File: src/rtl/ir_seq_pkg.sv
// Shared types and constants for the instruction-register sequencer:
// state encoding, opcodes, ALU selects and instruction field positions.
package ir_seq_pkg;

  typedef enum logic [3:0] {
    S_INIT   = 4'd0,
    S_FETCH  = 4'd1,
    S_DECODE = 4'd2,
    S_NOOP   = 4'd3,
    S_LOAD_A = 4'd4,
    S_LOAD_B = 4'd5,
    S_STORE  = 4'd6,
    S_ADD    = 4'd7,
    S_SUB    = 4'd8,
    S_HALT   = 4'd9
  } state_t;

  localparam logic [3:0] OP_NOOP  = 4'b0000;
  localparam logic [3:0] OP_STORE = 4'b0001;
  localparam logic [3:0] OP_LOAD  = 4'b0010;
  localparam logic [3:0] OP_ADD   = 4'b0011;
  localparam logic [3:0] OP_SUB   = 4'b0100;
  localparam logic [3:0] OP_HALT  = 4'b0101;

  localparam logic [2:0] ALU_PASS = 3'b000;
  localparam logic [2:0] ALU_ADD  = 3'b001;
  localparam logic [2:0] ALU_SUB  = 3'b010;

  // LOAD and STORE place their 8-bit address in different fields
  localparam int OP_HI      = 15;
  localparam int OP_LO      = 12;
  localparam int RA_HI      = 11;
  localparam int RA_LO      = 8;
  localparam int RB_HI      = 7;
  localparam int RB_LO      = 4;
  localparam int RD_HI      = 3;
  localparam int RD_LO      = 0;
  localparam int LD_ADDR_HI = 11;
  localparam int LD_ADDR_LO = 4;
  localparam int ST_ADDR_HI = 7;
  localparam int ST_ADDR_LO = 0;

endpackage

File: src/rtl/ir_sequencer_if.sv
// Control bus between the sequencer (master) and the datapath it steers (slave).
interface ir_sequencer_if #(
  parameter int DADDR_W = 8,
  parameter int RADDR_W = 4
);
  logic               Hold;
  logic [15:0]        IR_Data;
  logic               PC_Clr;
  logic               PC_Up;
  logic               IR_Ld;
  logic [DADDR_W-1:0] D_Addr;
  logic               D_Wr;
  logic               RF_Sel;
  logic [RADDR_W-1:0] RF_W_Addr;
  logic               RF_W_En;
  logic [RADDR_W-1:0] RF_Ra_Addr;
  logic [RADDR_W-1:0] RF_Rb_Addr;
  logic [2:0]         ALU_Sel;
  logic [3:0]         State_Out;
  logic               Illegal;

  modport master (
    input  Hold, IR_Data,
    output PC_Clr, PC_Up, IR_Ld, D_Addr, D_Wr, RF_Sel, RF_W_Addr, RF_W_En,
           RF_Ra_Addr, RF_Rb_Addr, ALU_Sel, State_Out, Illegal
  );

  modport slave (
    output Hold, IR_Data,
    input  PC_Clr, PC_Up, IR_Ld, D_Addr, D_Wr, RF_Sel, RF_W_Addr, RF_W_En,
           RF_Ra_Addr, RF_Rb_Addr, ALU_Sel, State_Out, Illegal
  );
endinterface

File: src/rtl/ir_seq_decode.sv
// Moore output decode: current state plus instruction operand fields to
// datapath controls; hold gates every write/step strobe to 0.
module ir_seq_decode
  import ir_seq_pkg::*;
#(
  parameter int DADDR_W = 8,
  parameter int RADDR_W = 4
) (
  input  state_t             state,
  input  logic [11:0]        ir,
  input  logic               hold,
  output logic               pc_clr,
  output logic               pc_up,
  output logic               ir_ld,
  output logic [DADDR_W-1:0] d_addr,
  output logic               d_wr,
  output logic               rf_sel,
  output logic [RADDR_W-1:0] rf_w_addr,
  output logic               rf_w_en,
  output logic [RADDR_W-1:0] rf_ra_addr,
  output logic [RADDR_W-1:0] rf_rb_addr,
  output logic [2:0]         alu_sel
);

  always_comb begin
    pc_clr     = 1'b0;
    pc_up      = 1'b0;
    ir_ld      = 1'b0;
    d_addr     = '0;
    d_wr       = 1'b0;
    rf_sel     = 1'b0;
    rf_w_addr  = '0;
    rf_w_en    = 1'b0;
    rf_ra_addr = '0;
    rf_rb_addr = '0;
    alu_sel    = ALU_PASS;
    case (state)
      S_INIT:  pc_clr = 1'b1;
      S_FETCH: begin
        ir_ld = 1'b1;
        pc_up = 1'b1;
      end
      S_LOAD_A, S_LOAD_B: begin
        d_addr    = DADDR_W'(ir[LD_ADDR_HI:LD_ADDR_LO]);
        rf_sel    = 1'b1;
        rf_w_addr = RADDR_W'(ir[RD_HI:RD_LO]);
        rf_w_en   = (state == S_LOAD_B);
      end
      S_STORE: begin
        d_addr     = DADDR_W'(ir[ST_ADDR_HI:ST_ADDR_LO]);
        rf_ra_addr = RADDR_W'(ir[RA_HI:RA_LO]);
        alu_sel    = ALU_PASS;
        d_wr       = 1'b1;
      end
      S_ADD, S_SUB: begin
        rf_ra_addr = RADDR_W'(ir[RA_HI:RA_LO]);
        rf_rb_addr = RADDR_W'(ir[RB_HI:RB_LO]);
        rf_w_addr  = RADDR_W'(ir[RD_HI:RD_LO]);
        rf_w_en    = 1'b1;
        alu_sel    = (state == S_ADD) ? ALU_ADD : ALU_SUB;
      end
      default: ;
    endcase
    if (hold) begin
      pc_clr  = 1'b0;
      pc_up   = 1'b0;
      ir_ld   = 1'b0;
      d_wr    = 1'b0;
      rf_w_en = 1'b0;
    end
  end

endmodule

File: src/rtl/ir_sequencer.sv
// Multi-cycle instruction sequencer: FETCH/DECODE/execute state register.
// Optional trap on undefined opcodes when IR_SEQ_ILLEGAL_TRAP_EN is defined.
module ir_sequencer
  import ir_seq_pkg::*;
#(
  parameter int DADDR_W = 8,
  parameter int RADDR_W = 4
) (
  input logic            Clk,
  input logic            Reset,
  ir_sequencer_if.master bus
);

  state_t     state;
  logic [3:0] op;
  logic       hold_eff;

  assign op = bus.IR_Data[OP_HI:OP_LO];
  // Reset dominates Hold so PC_Clr is visible during reset even when stalled
  assign hold_eff = bus.Hold & ~Reset;

  always_ff @(posedge Clk or posedge Reset) begin
    if (Reset) begin
      state <= S_INIT;
    end else if (!bus.Hold) begin
      case (state)
        S_INIT:   state <= S_FETCH;
        S_FETCH:  state <= S_DECODE;
        S_DECODE: begin
          case (op)
            OP_NOOP:  state <= S_NOOP;
            OP_STORE: state <= S_STORE;
            OP_LOAD:  state <= S_LOAD_A;
            OP_ADD:   state <= S_ADD;
            OP_SUB:   state <= S_SUB;
            OP_HALT:  state <= S_HALT;
`ifdef IR_SEQ_ILLEGAL_TRAP_EN
            default:  state <= S_HALT;
`else
            default:  state <= S_NOOP;
`endif
          endcase
        end
        S_LOAD_A: state <= S_LOAD_B;
        S_HALT:   state <= S_HALT;
        default:  state <= S_FETCH;
      endcase
    end
  end

`ifdef IR_SEQ_ILLEGAL_TRAP_EN
  logic illegal;

  // Sticky until reset; HALT itself is never left without reset either
  always_ff @(posedge Clk or posedge Reset) begin
    if (Reset) begin
      illegal <= 1'b0;
    end else if (!bus.Hold && state == S_DECODE && op > OP_HALT) begin
      illegal <= 1'b1;
    end
  end

  assign bus.Illegal = illegal;
`else
  assign bus.Illegal = 1'b0;
`endif

  assign bus.State_Out = state;

  ir_seq_decode #(
    .DADDR_W(DADDR_W),
    .RADDR_W(RADDR_W)
  ) u_decode (
    .state      (state),
    .ir         (bus.IR_Data[11:0]),
    .hold       (hold_eff),
    .pc_clr     (bus.PC_Clr),
    .pc_up      (bus.PC_Up),
    .ir_ld      (bus.IR_Ld),
    .d_addr     (bus.D_Addr),
    .d_wr       (bus.D_Wr),
    .rf_sel     (bus.RF_Sel),
    .rf_w_addr  (bus.RF_W_Addr),
    .rf_w_en    (bus.RF_W_En),
    .rf_ra_addr (bus.RF_Ra_Addr),
    .rf_rb_addr (bus.RF_Rb_Addr),
    .alu_sel    (bus.ALU_Sel)
  );

endmodule

File: src/flat_wrapper.sv
// flat-port wrapper written by rule: the top's interface ports become plain ports
module ir_sequencer_flat import ir_seq_pkg::*;
#(
  parameter int DADDR_W = 8,
  parameter int RADDR_W = 4
)
  (Clk, Reset, bus_Hold, bus_IR_Data, bus_PC_Clr, bus_PC_Up, bus_IR_Ld, bus_D_Addr, bus_D_Wr, bus_RF_Sel, bus_RF_W_Addr, bus_RF_W_En, bus_RF_Ra_Addr, bus_RF_Rb_Addr, bus_ALU_Sel, bus_State_Out, bus_Illegal);
  ir_sequencer_if #(.DADDR_W(DADDR_W), .RADDR_W(RADDR_W)) bus_i ();
  input logic Clk;
  input logic Reset;
  input wire logic [$bits(bus_i.Hold)-1:0] bus_Hold;
  input wire logic [$bits(bus_i.IR_Data)-1:0] bus_IR_Data;
  output wire logic [$bits(bus_i.PC_Clr)-1:0] bus_PC_Clr;
  output wire logic [$bits(bus_i.PC_Up)-1:0] bus_PC_Up;
  output wire logic [$bits(bus_i.IR_Ld)-1:0] bus_IR_Ld;
  output wire logic [$bits(bus_i.D_Addr)-1:0] bus_D_Addr;
  output wire logic [$bits(bus_i.D_Wr)-1:0] bus_D_Wr;
  output wire logic [$bits(bus_i.RF_Sel)-1:0] bus_RF_Sel;
  output wire logic [$bits(bus_i.RF_W_Addr)-1:0] bus_RF_W_Addr;
  output wire logic [$bits(bus_i.RF_W_En)-1:0] bus_RF_W_En;
  output wire logic [$bits(bus_i.RF_Ra_Addr)-1:0] bus_RF_Ra_Addr;
  output wire logic [$bits(bus_i.RF_Rb_Addr)-1:0] bus_RF_Rb_Addr;
  output wire logic [$bits(bus_i.ALU_Sel)-1:0] bus_ALU_Sel;
  output wire logic [$bits(bus_i.State_Out)-1:0] bus_State_Out;
  output wire logic [$bits(bus_i.Illegal)-1:0] bus_Illegal;
  assign bus_i.Hold = bus_Hold;
  assign bus_i.IR_Data = bus_IR_Data;
  assign bus_PC_Clr = bus_i.PC_Clr;
  assign bus_PC_Up = bus_i.PC_Up;
  assign bus_IR_Ld = bus_i.IR_Ld;
  assign bus_D_Addr = bus_i.D_Addr;
  assign bus_D_Wr = bus_i.D_Wr;
  assign bus_RF_Sel = bus_i.RF_Sel;
  assign bus_RF_W_Addr = bus_i.RF_W_Addr;
  assign bus_RF_W_En = bus_i.RF_W_En;
  assign bus_RF_Ra_Addr = bus_i.RF_Ra_Addr;
  assign bus_RF_Rb_Addr = bus_i.RF_Rb_Addr;
  assign bus_ALU_Sel = bus_i.ALU_Sel;
  assign bus_State_Out = bus_i.State_Out;
  assign bus_Illegal = bus_i.Illegal;
  ir_sequencer #(.DADDR_W(DADDR_W), .RADDR_W(RADDR_W)) u_core (.Clk(Clk), .Reset(Reset), .bus(bus_i));
endmodule
File: config.mk
export PLATFORM = sky130hd
export DESIGN_NAME = ir_sequencer_flat
export DESIGN_NICKNAME = d
export VERILOG_FILES = /design/src/rtl/ir_seq_pkg.sv /design/src/rtl/ir_sequencer_if.sv /design/src/rtl/ir_seq_decode.sv /design/src/rtl/ir_sequencer.sv /design/src/flat_wrapper.sv
export SDC_FILE = /design/constraint.sdc
export NUM_CORES = 1
export LEC_CHECK = 0
export CELL_PAD_IN_SITES_DETAIL_PLACEMENT = 1
export CELL_PAD_IN_SITES_GLOBAL_PLACEMENT = 2
export CORE_AREA = 3 3 67 69
export CTS_CLUSTER_DIAMETER = 80
export CTS_CLUSTER_SIZE = 28
export DETAILED_ROUTE_END_ITERATION = 12
export DIE_AREA = 0 0 70 72
export PLACE_DENSITY_LB_ADDON = 0.15
export SLEW_MARGIN = 20
export SYNTH_ARGS = -nofsm -noshare
export SYNTH_HDL_FRONTEND = slang
export SYNTH_HIERARCHICAL = 1
export SYNTH_SLANG_ARGS = --single-unit
File: constraint.sdc
create_clock -name Clk -period 3.9 [get_ports Clk]
set_clock_uncertainty 0.1 [all_clocks]
set_input_delay 0.78 -clock Clk [delete_from_list [all_inputs] [get_ports Clk]]
set_output_delay 0.78 -clock Clk [all_outputs]
set_load 0.01 [all_outputs]
Yosys cells after proc, flatten, opt, wreduce, memory -nomap -nowiden
Cells that the tools add are included.

Bits in registers: 4. Bits of input ports: 19. Output and inout port bits: 34.

Equality and inequality tests: 13. Mux-type cells: 17. Bitwise gates (word level): 2. Reduce and logical (&&, ||, !) cells: 5.

Operators with widths (count): $eq 4x3->1 const B (6); $pmux 4 s5 (1); $pmux 4 s4 (1); $pmux 8 s2 (1); $eq 4x2->1 const B (3); $mux 4 (3); $eq 4x1->1 const B (2); $eq 4x4->1 const B (2); $mux 1 (8); $logic_not 4->1 (1); $mux 2 (2); $reduce_or 2->1 (2); $reduce_or 4->1 (1); $reduce_or 3->1 (1); $pmux 1 s2 (1); $and 1x1->1 (1); $not 1->1 (1).

Depth between registers and ports, before layout
Depth after elaboration: 4. Mapped depth: 5. Depth with buffers taken out: 4.

By module
Netlist, hierarchy kept.

By module, submodules not included: ir_seq_decode (instances 1, cells each 58, area an instance 366.6 um2); ir_sequencer (instances 1, cells each 31, area an instance 266.5 um2).

Worst setup path before layout
OpenSTA, ideal clock, no wires.

Path type: in2out. Start: in bus_Hold. End: out bus_PC_Up. Arrival: 1.415 ns. Data required time: 3.020 ns. Slack: 1.605 ns. Stages: 5. Path through: inv_1 -> nor2_1 -> nor4_1 -> and2_1 -> buf_4.

Longest elaborated chain between the ends: 2.

Ends and longest elaborated chain: from (decl) (RTL line flat_wrapper.sv:11) `input wire logic [$bits(bus_i.Hold)-1:0] bus_Hold;`; $and 1x1->1 (RTL line ir_sequencer.sv:20) `assign hold_eff = bus.Hold & ~Reset;`; via u_core.hold_eff (RTL line ir_sequencer.sv:16) `logic hold_eff;`; $mux 1; to (decl) (RTL line flat_wrapper.sv:14) `output wire logic [$bits(bus_i.PC_Up)-1:0] bus_PC_Up;`.

The timed path passes the listed nets, and every way through them passes these cells.

Worst setup path after layout
Start: in bus_Hold. End: out bus_PC_Up.

Longest elaborated chain between the ends: 2.

Ends and longest elaborated chain: $and 1x1->1 (RTL line ir_sequencer.sv:20); via u_core.hold_eff (RTL line ir_sequencer.sv:16); $mux 1 (RTL line ir_seq_decode.sv:64) `if (hold) begin`.

The timed path passes the listed nets, and every way through them passes these cells.

==> impl_metrics.csv <==
group,metric,value,unit
run_status,status,"finished, final reports clean",
worst_setup_path,crit_chain,"clkdlybuf4s50_1 > inv_1 > nor2_1 > nor4_1 > and2_1 > clkdlybuf4s50_1",
grt,antenna_found_initial,0,
place,port_buffers,50,
cells_and_area,final_util,30.4,%
logic_synthesis,ys_top_cells_by_area,"dfrtp_1, and2_1, a21oi_1",
grt,grt_max_degree,17,
worst_setup_path,crit_top_cell,"clkdlybuf4s50_1",
worst_setup_path,end_kind,"output pin",
sta,rsz0062_at_grt,"no",
power_and_ir_drop,p_leak,0.445,nW
cts,cts_setup_buffers,0,
routing,vias,785,
grt,grt_pass1_vias,781,
worst_setup_path,crit_arrival,2.40,ns
cts,cts_hold_repair.buffers,0,
worst_setup_path,cp_slowest_cell,"clkdlybuf4s50_1",
power_and_ir_drop,ir_drop,0.0925,mV
floorplanning,core,3970,sq um
routing,firstDrtPassIters,3,
place,place_inst,184,
cts,insertion_delay,0.21,ns
power_and_ir_drop,power.share.clock,17.6,%
floorplanning,die_x,70,um
cells_and_area,layout-drive-gt1-share,8.03,%
routing,drt_iter0_markers,21,
grt,gr-usage-all-layers,9.33,%
worst_setup_path,r2r_setup_slack,2.41,ns
logic_synthesis,synth_top_area_share,15.8,%
cts,clk_pin_slew,0.03,ns
cts,cts_tree,"done",
logic_synthesis,syn_avg_cell_area,7.11,sq um
routing,drc_errors,0,
routing,wl,2.47,mm
cts,root_buffer,"clkbuf_8",
logic_synthesis,synth.distinct_cells,33,
logic_synthesis,synthesis.area,633,sq um
logic_synthesis,syn_nets,108,
sta,relSlewSlack,55.8,%
power_and_ir_drop,switching_share,40.7,%
worst_setup_path,path_max_fanout,5,
cells_and_area,layoutNonFillerInstCount,187,
cells_and_area,final_nets,158,
power_and_ir_drop,p_sw,193,uW
power_and_ir_drop,pwr-share-comb,59.6,%
sta,setup_viol,0,
floorplanning,num_io_pins,53,
logic_synthesis,yosysSeqAreaShare,15.8,%
cells_and_area,area_delta_synth_final,90.9,%
logic_synthesis,ys_warn_count,6,
cts,cts_sinks,4,
worst_setup_path,worst_setup_path_start_kind,"primary input",
sta,final-max-slew-violation-count,0,
floorplanning,fp.dieArea,5040,sq um
worst_setup_path,slowest_delay,0.54,ns
power_and_ir_drop,power.density,392,nW/um^2
min_path,hold_path.class,"flop to flop",
grt,grt_first_pass_wirelength,3.87,mm
power_and_ir_drop,sequentialPowerShare,22.7,%
grt,grt_overflow,0,
cts,cts_buffer_depth,2,
worst_setup_path,worst-setup-path-type,"primary input to output pin",
routing,wire_per_inst,13.2,um
sta,fin_crit_sh,84.0,%
job,maxCapViolCount,0,
worst_setup_path,required,3.02,ns
logic_synthesis,ys_ff_latch,4,
sta,max_freq,0.305,GHz
floorplanning,core.rowCount,23,
cts,ctsResizeCount,0,
routing,vias_per_cell,4.20,
place,gp_congestion,0.789,
cells_and_area,largest_register_ffs,4,
sta,hold_viol,0,
cts,cts_max_level,1,
floorplanning,initial_core_util,15.9,%
place,hpwlAfterDp,2.06,mm
sta,tightest_slew,0.662,ns
cells_and_area,antenna_cells,0,
cells_and_area,fill_cells,494,
floorplanning,chipHeight,72,um
cts,numCtsBuffers,3,
sta,period_needed,3.28,ns
sta,fin_setup_tns,0,ns
logic_synthesis,yosysTopAreaCell,"dfrtp_1",
routing,detail-route-antenna-nets,0,
logic_synthesis,netlist_instances,89,
power_and_ir_drop,internal_power,281,uW
[cell type report]
type	count	area (sq um)	area share, %
Clock buffer	3	41.3	3.42
Multi-Input combinational cell	77	489	40.5
Tap cell	50	62.6	5.18
Sequential cell	4	100	8.28
Timing Repair Buffer	51	508	42.0
Inverter	2	7.51	0.621
[power by group through the flow]
stage | combinational, mW | clock (mW) | sequential [mW]
4_1_cts | 0.287 | 0.0855 | 0.112
6_report | 0.282 | 0.0833 | 0.108
3_3_place_gp | 0.284 | 0 | 0.110
2_1_floorplan | 0.159 | 0 | 0.0992
5_1_grt | 0.306 | 0.0904 | 0.117
3_5_place_dp | 0.287 | 0 | 0.112
[Yosys cell counts]
cell and number:
conb_1 2, o221a_1 1, nor3b_1 2, nand2b_1 2
o21ai_1 3, nor2_1 11, nor3_1 2, and3_1 1
o31ai_1 1, buf_4 3, a21oi_1 10, nor2b_1 8
nor2b_2 4, and2b_1 3, o21ba_4 1, nor4_1 1
inv_1 2, xor2_1 1, a31o_1 1, nor4b_4 1
a21o_1 1, or3b_1 1, nand3b_1 1, and2_1 9
o21ai_0 3, dfrtp_1 4, nand2_1 3, clkbuf_1 1
or4b_1 1, a22oi_1 1, buf_2 2, or2b_1 1
nor3_2 1
[placed cells by master, fill, tap and decap left out, drive strengths merged, types with 2 or more instances in the layout]
cell type      synthesis  routed
and2b                  3       3
conb                   2       2
nand2b                 2       2
nor3b                  2       2
clkdlybuf4s50          0      50
nand2                  3       3
clkbuf                 1       3
and2                   9       9
nor3                   3       3
o21ai                  6       6
dfrtp                  4       4
nor2b                 12      12
nor2                  11      11
a21oi                 10      10
inv                    2       2
[per-layer routing]
metal	vias to the layer above	global-route usage, %	part of all wire (%)
met4	0	2.55	0
met5	-	0	0
met1	370	11.5	44
met3	0	1.25	5.0
li1	393	-	-
met2	22	17.1	51
[critical path: cells and delay by family]
family / cells / cell delay (ns)
buffers and inverters: 3 / 1.13
and+or+nand+nor: 3 / 0.48
[metrics by stage]
step / area, sq um / total power, mW / worst slack (ns) / hold slack [ns]
floorplan: 633 / 0.258 / 1.60 / 0.446
global placement: 1170 / 0.395 / 0.658 / 0.625
detailed placement: 1170 / 0.399 / 0.597 / 0.629
CTS: 1210 / 0.484 / 0.593 / 0.633
global route: 1210 / 0.514 / 0.474 / 0.684
finish: 1210 / 0.473 / 0.624 / 0.617
[worst paths after layout]
check / to / cells past startpoint / startpoint
worst max-delay path: bus_PC_Up / 6 / bus_Hold
worst min-delay path: u_core/bus.State_Out[3]$_DFFE_PP0N_ / 2 / u_core/bus.State_Out[3]$_DFFE_PP0N_
worst max register to register: u_core/bus.State_Out[2]$_DFFE_PP0N_ / 3 / u_core/bus.State_Out[1]$_DFFE_PP0N_
worst min register to register: u_core/bus.State_Out[3]$_DFFE_PP0N_ / 2 / u_core/bus.State_Out[3]$_DFFE_PP0N_
max in group asynchronous: u_core/bus.State_Out[1]$_DFFE_PP0N_ / 2 / Reset
min in group asynchronous: u_core/bus.State_Out[3]$_DFFE_PP0N_ / 2 / Reset
[kinds of logic after synthesis]
group / Yosys count / synth area share, %
DFF: 4 / 15.8
buffers and inverters: 8 / 6.92
AOI/OAI and AO/OA: 22 / 21.9
other: 2 / 1.19
xor gates and xnor gates: 1 / 1.38
and+or+nand+nor: 52 / 52.8
(Power assumes the default switching activity.)
